<file path="config.mk">
export PLATFORM = sky130hd
export DESIGN_NAME = snail_serializer_flat
export DESIGN_NICKNAME = d
export VERILOG_FILES = /design/src/rtl/snail_serializer_if.sv /design/src/rtl/snail_serializer.sv /design/src/flat_wrapper.sv
export SDC_FILE = /design/constraint.sdc
export NUM_CORES = 1
export LEC_CHECK = 0
export CAP_MARGIN = 20
export CORE_MARGIN = 2
export CORE_UTILIZATION = 46
export CTS_BUF_LIST = sky130_fd_sc_hd__clkbuf_16
export DETAILED_ROUTE_END_ITERATION = 10
export PLACE_DENSITY = 0.75
export SYNTH_ARGS = -nofsm -noshare
export SYNTH_HDL_FRONTEND = slang
export SYNTH_SLANG_ARGS = --single-unit
export TNS_END_PERCENT = 100
</file>
<file path="constraint.sdc">
create_clock -name clk -period 1.8 [get_ports clk]
set_clock_uncertainty 0.1 [all_clocks]
set_input_delay 0.18 -clock clk [delete_from_list [all_inputs] [get_ports clk]]
set_output_delay 0.18 -clock clk [all_outputs]
set_load 0.1 [all_outputs]
</file>
<file path="src/rtl/snail_serializer_if.sv">
// Load-side handshake between a word producer and snail_serializer.
// The producer owns load_valid/load_data; the serializer answers with load_ready.
interface snail_serializer_if #(
  parameter int WIDTH = 8
);
  logic             load_valid;
  logic             load_ready;
  logic [WIDTH-1:0] load_data;

  modport master (
    output load_valid,
    output load_data,
    input  load_ready
  );

  modport slave (
    input  load_valid,
    input  load_data,
    output load_ready
  );
endinterface

</file>
<file path="src/rtl/snail_serializer.sv">
// Parallel-in/serial-out stage feeding the "101" detector one bit per clock.
// Words accepted in the last-bit cycle follow with no idle gap on d.
module snail_serializer #(
  parameter int   WIDTH     = 8,
  parameter bit   MSB_FIRST = 1'b1,
  parameter logic IDLE_BIT  = 1'b0
) (
  input  logic                clk,
  input  logic                rst,
  snail_serializer_if.slave   load,
  output logic                d,
  output logic                bit_valid,
  output logic                last_bit,
  output logic                busy
);

  localparam int             CW   = (WIDTH > 1) ? $clog2(WIDTH) : 1;
  localparam logic [CW-1:0]  LAST = CW'(WIDTH - 1);

  typedef enum logic {
    IDLE,
    SHIFT
  } state_t;

  state_t           state, state_next;
  logic [WIDTH-1:0] shreg, shreg_next;
  logic [CW-1:0]    cnt, cnt_next;
  logic             at_last;
  logic             accept;

  assign at_last        = (state == SHIFT) && (cnt == LAST);
  // Ready is held low during reset so no handshake can complete in that cycle.
  assign load.load_ready = !rst && ((state == IDLE) || at_last);
  assign accept         = load.load_valid && load.load_ready;

  always_ff @(posedge clk) begin
    if (rst) begin
      state <= IDLE;
      shreg <= '0;
      cnt   <= '0;
    end else begin
      state <= state_next;
      shreg <= shreg_next;
      cnt   <= cnt_next;
    end
  end

  always_comb begin
    state_next = state;
    shreg_next = shreg;
    cnt_next   = cnt;
    case (state)
      IDLE: begin
        if (accept) begin
          state_next = SHIFT;
          shreg_next = load.load_data;
          cnt_next   = '0;
        end
      end
      SHIFT: begin
        if (cnt == LAST) begin
          if (accept) begin
            shreg_next = load.load_data;
            cnt_next   = '0;
          end else begin
            state_next = IDLE;
          end
        end else begin
          shreg_next = MSB_FIRST ? (shreg << 1) : (shreg >> 1);
          cnt_next   = cnt + CW'(1);
        end
      end
      default: state_next = IDLE;
    endcase
  end

  always_comb begin
    bit_valid = (state == SHIFT);
    busy      = bit_valid;
    last_bit  = at_last;
    if (state == SHIFT) begin
      d = MSB_FIRST ? shreg[WIDTH-1] : shreg[0];
    end else begin
      d = IDLE_BIT;
    end
  end

endmodule

</file>
<file path="src/flat_wrapper.sv">
// flat-port wrapper written by rule: the top's interface ports become plain ports
module snail_serializer_flat 
#(
  parameter int   WIDTH     = 8,
  parameter bit   MSB_FIRST = 1'b1,
  parameter logic IDLE_BIT  = 1'b0
)
  (clk, rst, d, bit_valid, last_bit, busy, load_load_valid, load_load_data, load_load_ready);
  snail_serializer_if #(.WIDTH(WIDTH)) load_i ();
  input  logic clk;
  input  logic rst;
  output logic d;
  output logic bit_valid;
  output logic last_bit;
  output logic busy;
  input wire logic [$bits(load_i.load_valid)-1:0] load_load_valid;
  input wire logic [$bits(load_i.load_data)-1:0] load_load_data;
  output wire logic [$bits(load_i.load_ready)-1:0] load_load_ready;
  assign load_i.load_valid = load_load_valid;
  assign load_i.load_data = load_load_data;
  assign load_load_ready = load_i.load_ready;
  snail_serializer #(.WIDTH(WIDTH), .MSB_FIRST(MSB_FIRST), .IDLE_BIT(IDLE_BIT)) u_core (.clk(clk), .rst(rst), .load(load_i), .d(d), .bit_valid(bit_valid), .last_bit(last_bit), .busy(busy));
endmodule
</file>
* After elaboration in Yosys (flattened, before gate mapping)
Cells that the tools add are included.
Word-level totals: register bits 12, output and inout port bits 5, logic and storage cells 21
Cells by class: add/sub/neg operators 1, equal/unequal tests 1, mux-type cells 10, bitwise gates (word level) 1, reduce and logical (&&, ||, !) cells 5
Operators with widths (number):
- $mux W8 | 2
- $pmux W8 S2 | 1
- $mux W3 | 2
- $pmux W3 S2 | 1
- $add A3 B1 Y3 const B | 1
- $eq A3 B3 Y1 const B | 1
- $logic_and A1 B1 Y1 | 3
- $mux W1 | 3
- $pmux W1 S2 | 1
- $logic_not A1 Y1 | 1
- $logic_or A1 B1 Y1 | 1
- $not A1 Y1 | 1

* Depth between registers and ports, before layout
word-level depth 8, mapped depth 7, depth with buffers taken out 5

* Least setup slack after synthesis
Ideal clock, no wire load.
path type flip-flop to output port, from register u_core.state, in the netlist u_core.bit_valid, to output load_load_ready, data arrival time 2307 ps, required time 1520 ps, setup slack -787 ps, cell stages (with the launch flop) 3, buffers on the path 0, path through dfxtp_1 > and2b_1 > nor2_1
Between the ends: cells in the longest elaborated chain, start to end 3, elaborated cells between the ends (all ways) 4, classes of those cells bitwise: 1; reduce/logical: 3
Ends and longest elaborated chain:
- start, declared | line snail_serializer.sv:25 | state_t state, state_next;
- start signal, assigned | line snail_serializer.sv:42 | state <= state_next;
- $logic_and A1 B1 Y1 / $not A1 Y1 (equally long branches) | line snail_serializer.sv:31, snail_serializer.sv:33
- $logic_or A1 B1 Y1 * | line snail_serializer.sv:33 | assign load.load_ready = !rst && ((state == IDLE) || at_last);
- $logic_and A1 B1 Y1 * | line snail_serializer.sv:33
- end, declared | line flat_wrapper.sv:18 | output wire logic [$bits(load_i.load_ready)-1:0] load_load_ready;
Every way passes the cells marked *; elsewhere a longest branch is shown, timed or not.

* Final worst setup path
from register u_core.cnt[1], to output load_load_ready
Between the ends: cells in the longest elaborated chain, start to end 4
Ends and longest elaborated chain:
- start, declared | line snail_serializer.sv:27 | logic [CW-1:0] cnt, cnt_next;
- start signal, assigned | line snail_serializer.sv:44 | cnt <= cnt_next;
- $eq A3 B3 Y1 | line snail_serializer.sv:31 | assign at_last = (state == SHIFT) && (cnt == LAST);
- $logic_and A1 B1 Y1 | line snail_serializer.sv:31
- $logic_or A1 B1 Y1 | line snail_serializer.sv:33
- $logic_and A1 B1 Y1 | line snail_serializer.sv:33
Every way passes these cells.

==> impl_metrics.json <==
{
  "finalSetupTns_ns": 0,
  "max_freq_ghz": 0.578,
  "fillers": 107,
  "power.switching_uw": 214,
  "gp_congestion": 0.659,
  "clk_pin_slew_worst_paths_ns": 0.04,
  "vdd_drop_max_mv": 0.919,
  "top_usage_layer": "met2",
  "vias_per_cell": 5.20,
  "fin_nets": 91,
  "syn2layout_area_growth_pct": 42.6,
  "cp.required_ns": 1.52,
  "min_period_ns": 1.73,
  "hold_buffers": 0,
  "gr-usage-met1": 0.204,
  "path_delay_family": "simple AND/OR/NAND/NOR gates",
  "worstMarginPinSlew_ns": 0.267,
  "grt_util_met2": 0.320,
  "post-route-drc-count": 0,
  "multiInputGateArea_um2": 367,
  "die_y_um": 41.4,
  "synthTopCellsByCount": "dfxtp_1 (12), nor2_1 (10), mux2i_1 (8)",
  "period_share": 0.962,
  "slew_headroom": 0.822,
  "met3_usage": 0.0957,
  "syn_inst": 58,
  "insertion_delay_ns": 0.23,
  "synth_top_flop_cell": "dfxtp_1",
  "power_density_mw_per_mm2": 941,
  "grt_pass1_vias": 453,
  "grt_max_degree": 13,
  "combPwrFrac": 0.197,
  "worstPathArrival_ns": 1.45,
  "final_util": 0.705,
  "postRouteAntennaNets": 0,
  "worst_path_max_delay_cell": "dfxtp_2",
  "slew_viol_final": 0,
  "internal-power_uw": 649,
  "cp-end-kind": "primary output",
  "seqCellArea_um2": 244,
  "ys_ff_latch": 12,
  "port_buffers": 15,
  "first_pass_iters": 2,
  "wirelength_um": 1260,
  "yosysTopAreaCell": "dfxtp_1",
  "yosysWarnings": 0,
  "synth_top_area_share": 0.374,
  "crit_buf_inv": 1,
  "syn-num-nets": 71,
  "syn_area_um2": 643,
  "wl_per_cell_um": 13.8,
  "grt_pass1_wl_um": 1970,
  "antennaDiodeCount": 0,
  "grt_overflow": 0,
  "cts.sinks": 12,
  "initial_core_util": 0.494,
  "synth.distinct_cells": 17,
  "cts_inserted_buffers": 3,
  "pin_count": 16,
  "synth_enable_flop_cells": 0,
  "dp_hpwl_um": 829,
  "outcome": "completed",
  "maxCapViolCount": 0,
  "hp-class": "reg -> reg",
  "critical_path_class": "reg -> out",
  "grt_antenna_before_repair": 0,
  "crit_path_max_fanout": 3,
  "crit_chain": "ha_1 -> ha_2 -> and2b_2 -> nor2_4 -> buf_12",
  "finalSetupViolCount": 0,
  "ys_seq_area_frac": 0.374,
  "cts_tree": "yes",
  "yosysMostFrequentCell": "dfxtp_1",
  "clock-root-buffer": "clkbuf_16",
  "worstSetupStartpointType": "register",
  "grt_usage": 0.188,
  "clkPwrFrac": 0.458,
  "cts_max_level": 1,
  "final_hold_viol_count": 0,
  "seqPwrFrac": 0.345,
  "cts.path.max_buffers": 2,
  "synth_area_per_cell_um2": 11.1,
  "synth.area.top_cells": "dfxtp_1 (37%), a211oi_2 (14%), mux2i_1 (12%)",
  "switching_share": 0.248,
  "dr_total_vias": 473,
  "coreArea_mm2": 0.00130,
  "fp.dieW_um": 41.4,
  "async_reset_ff_frac": 0,
  "rows": 13,
  "drt_iter0_drc": 3,
  "power_leakage_uw": 0.000402,
  "max_stage_delay_ns": 0.34,
  "drive_above_1_share": 0.447,
  "die-area_mm2": 0.00171,
  "rsz0062_at_grt": "false"
}
## timing repair
action                                  in CTS  in global routing
endpoints found under the setup margin       1                  1
gates cloned                                 0                  0
resized for setup                            1                  3
buffers inserted                             1                  0
## layout make-up
type                            instances  share of cell area
Clock buffer                            3              0.0819
Multi-Input combinational cell         41               0.400
Sequential cell                        12               0.266
Tap cell                               15              0.0205
Timing Repair Buffer                   20               0.232
## tightest hold or removal path, cell delays in order (launching register included)
cell,delay [ns]
dfxtp_2,0.32
nand3b_2,0.07
a21oi_2,0.04
## per-layer routing
metal / wire length, um / vias to the layer above
li1: - / 236
met1: 488 / 228
met2: 694 / 9
met3: 71 / 0
met4: 0 / 0
met5: 0 / -
## placed cells by master (no fill, tap or decap)
cell and count:
nor2_1 9, buf_12 3, nand2b_1 2, ha_1 1, ha_2 1, buf_4 7, a211oi_2 7, and2b_2 1
nand2_1 2, nor3_1 1, a21oi_2 3, dfxtp_2 3, and2_2 2, nand3b_4 2, dfxtp_1 9, clkbuf_16 3
nand3b_2 1, nor2_4 1, mux2i_1 8, clkdlybuf4s50_1 10
## power by group through the flow
stage	clock network, uW	registers (uW)	logic [uW]
floorplan	0	311	111
global placement	0	301	164
detailed placement	0	302	168
CTS	403	297	172
global route	421	300	181
finish	395	298	170
## worst paths after layout
kind                                    start         endpoint  slack, ns  depth (start not counted)
worst max register to register  u_core.cnt[1]  u_core.shreg[1]       0.18                          6
worst min register to register  u_core.cnt[0]    u_core.cnt[0]       0.38                          2
worst max-delay path            u_core.cnt[1]  load_load_ready       0.07                          5
worst min-delay path            u_core.cnt[0]    u_core.cnt[0]       0.38                          2
## cell families (layout without fill, tap and decap cells)
family | Yosys count | in the layout | synth area share
AND/OR/NAND/NOR | 21 | 21 | 0.208
flip-flops | 12 | 12 | 0.374
AO/OA/AOI/OAI | 10 | 10 | 0.177
multiplexers | 8 | 8 | 0.125
buffers and inverters | 5 | 23 | 0.0778
adder cells (fa/ha/maj) | 2 | 2 | 0.0389
## sequential cells by signal (all words and copies together) (netlist names)
| register | count |
|---|---|
| u_core.cnt | 3 |
| u_core.shreg | 8 |
| u_core.bit_valid | 1 |
## per-stage QoR
step | setup slack (ns) | instance area [um2] | cells | total power [uW] | hold slack (ns)
finish | 0.0685 | 917 | 91 | 863 | 0.383
CTS | 0.0128 | 912 | 91 | 872 | 0.401
floorplan | 0.143 | 654 | 58 | 422 | 0.145
global route | 0.00523 | 917 | 91 | 902 | 0.404
global placement | 0.262 | 828 | 87 | 466 | 0.379
detailed placement | 0.192 | 828 | 87 | 470 | 0.390
Power figures use the tool's default switching activity.
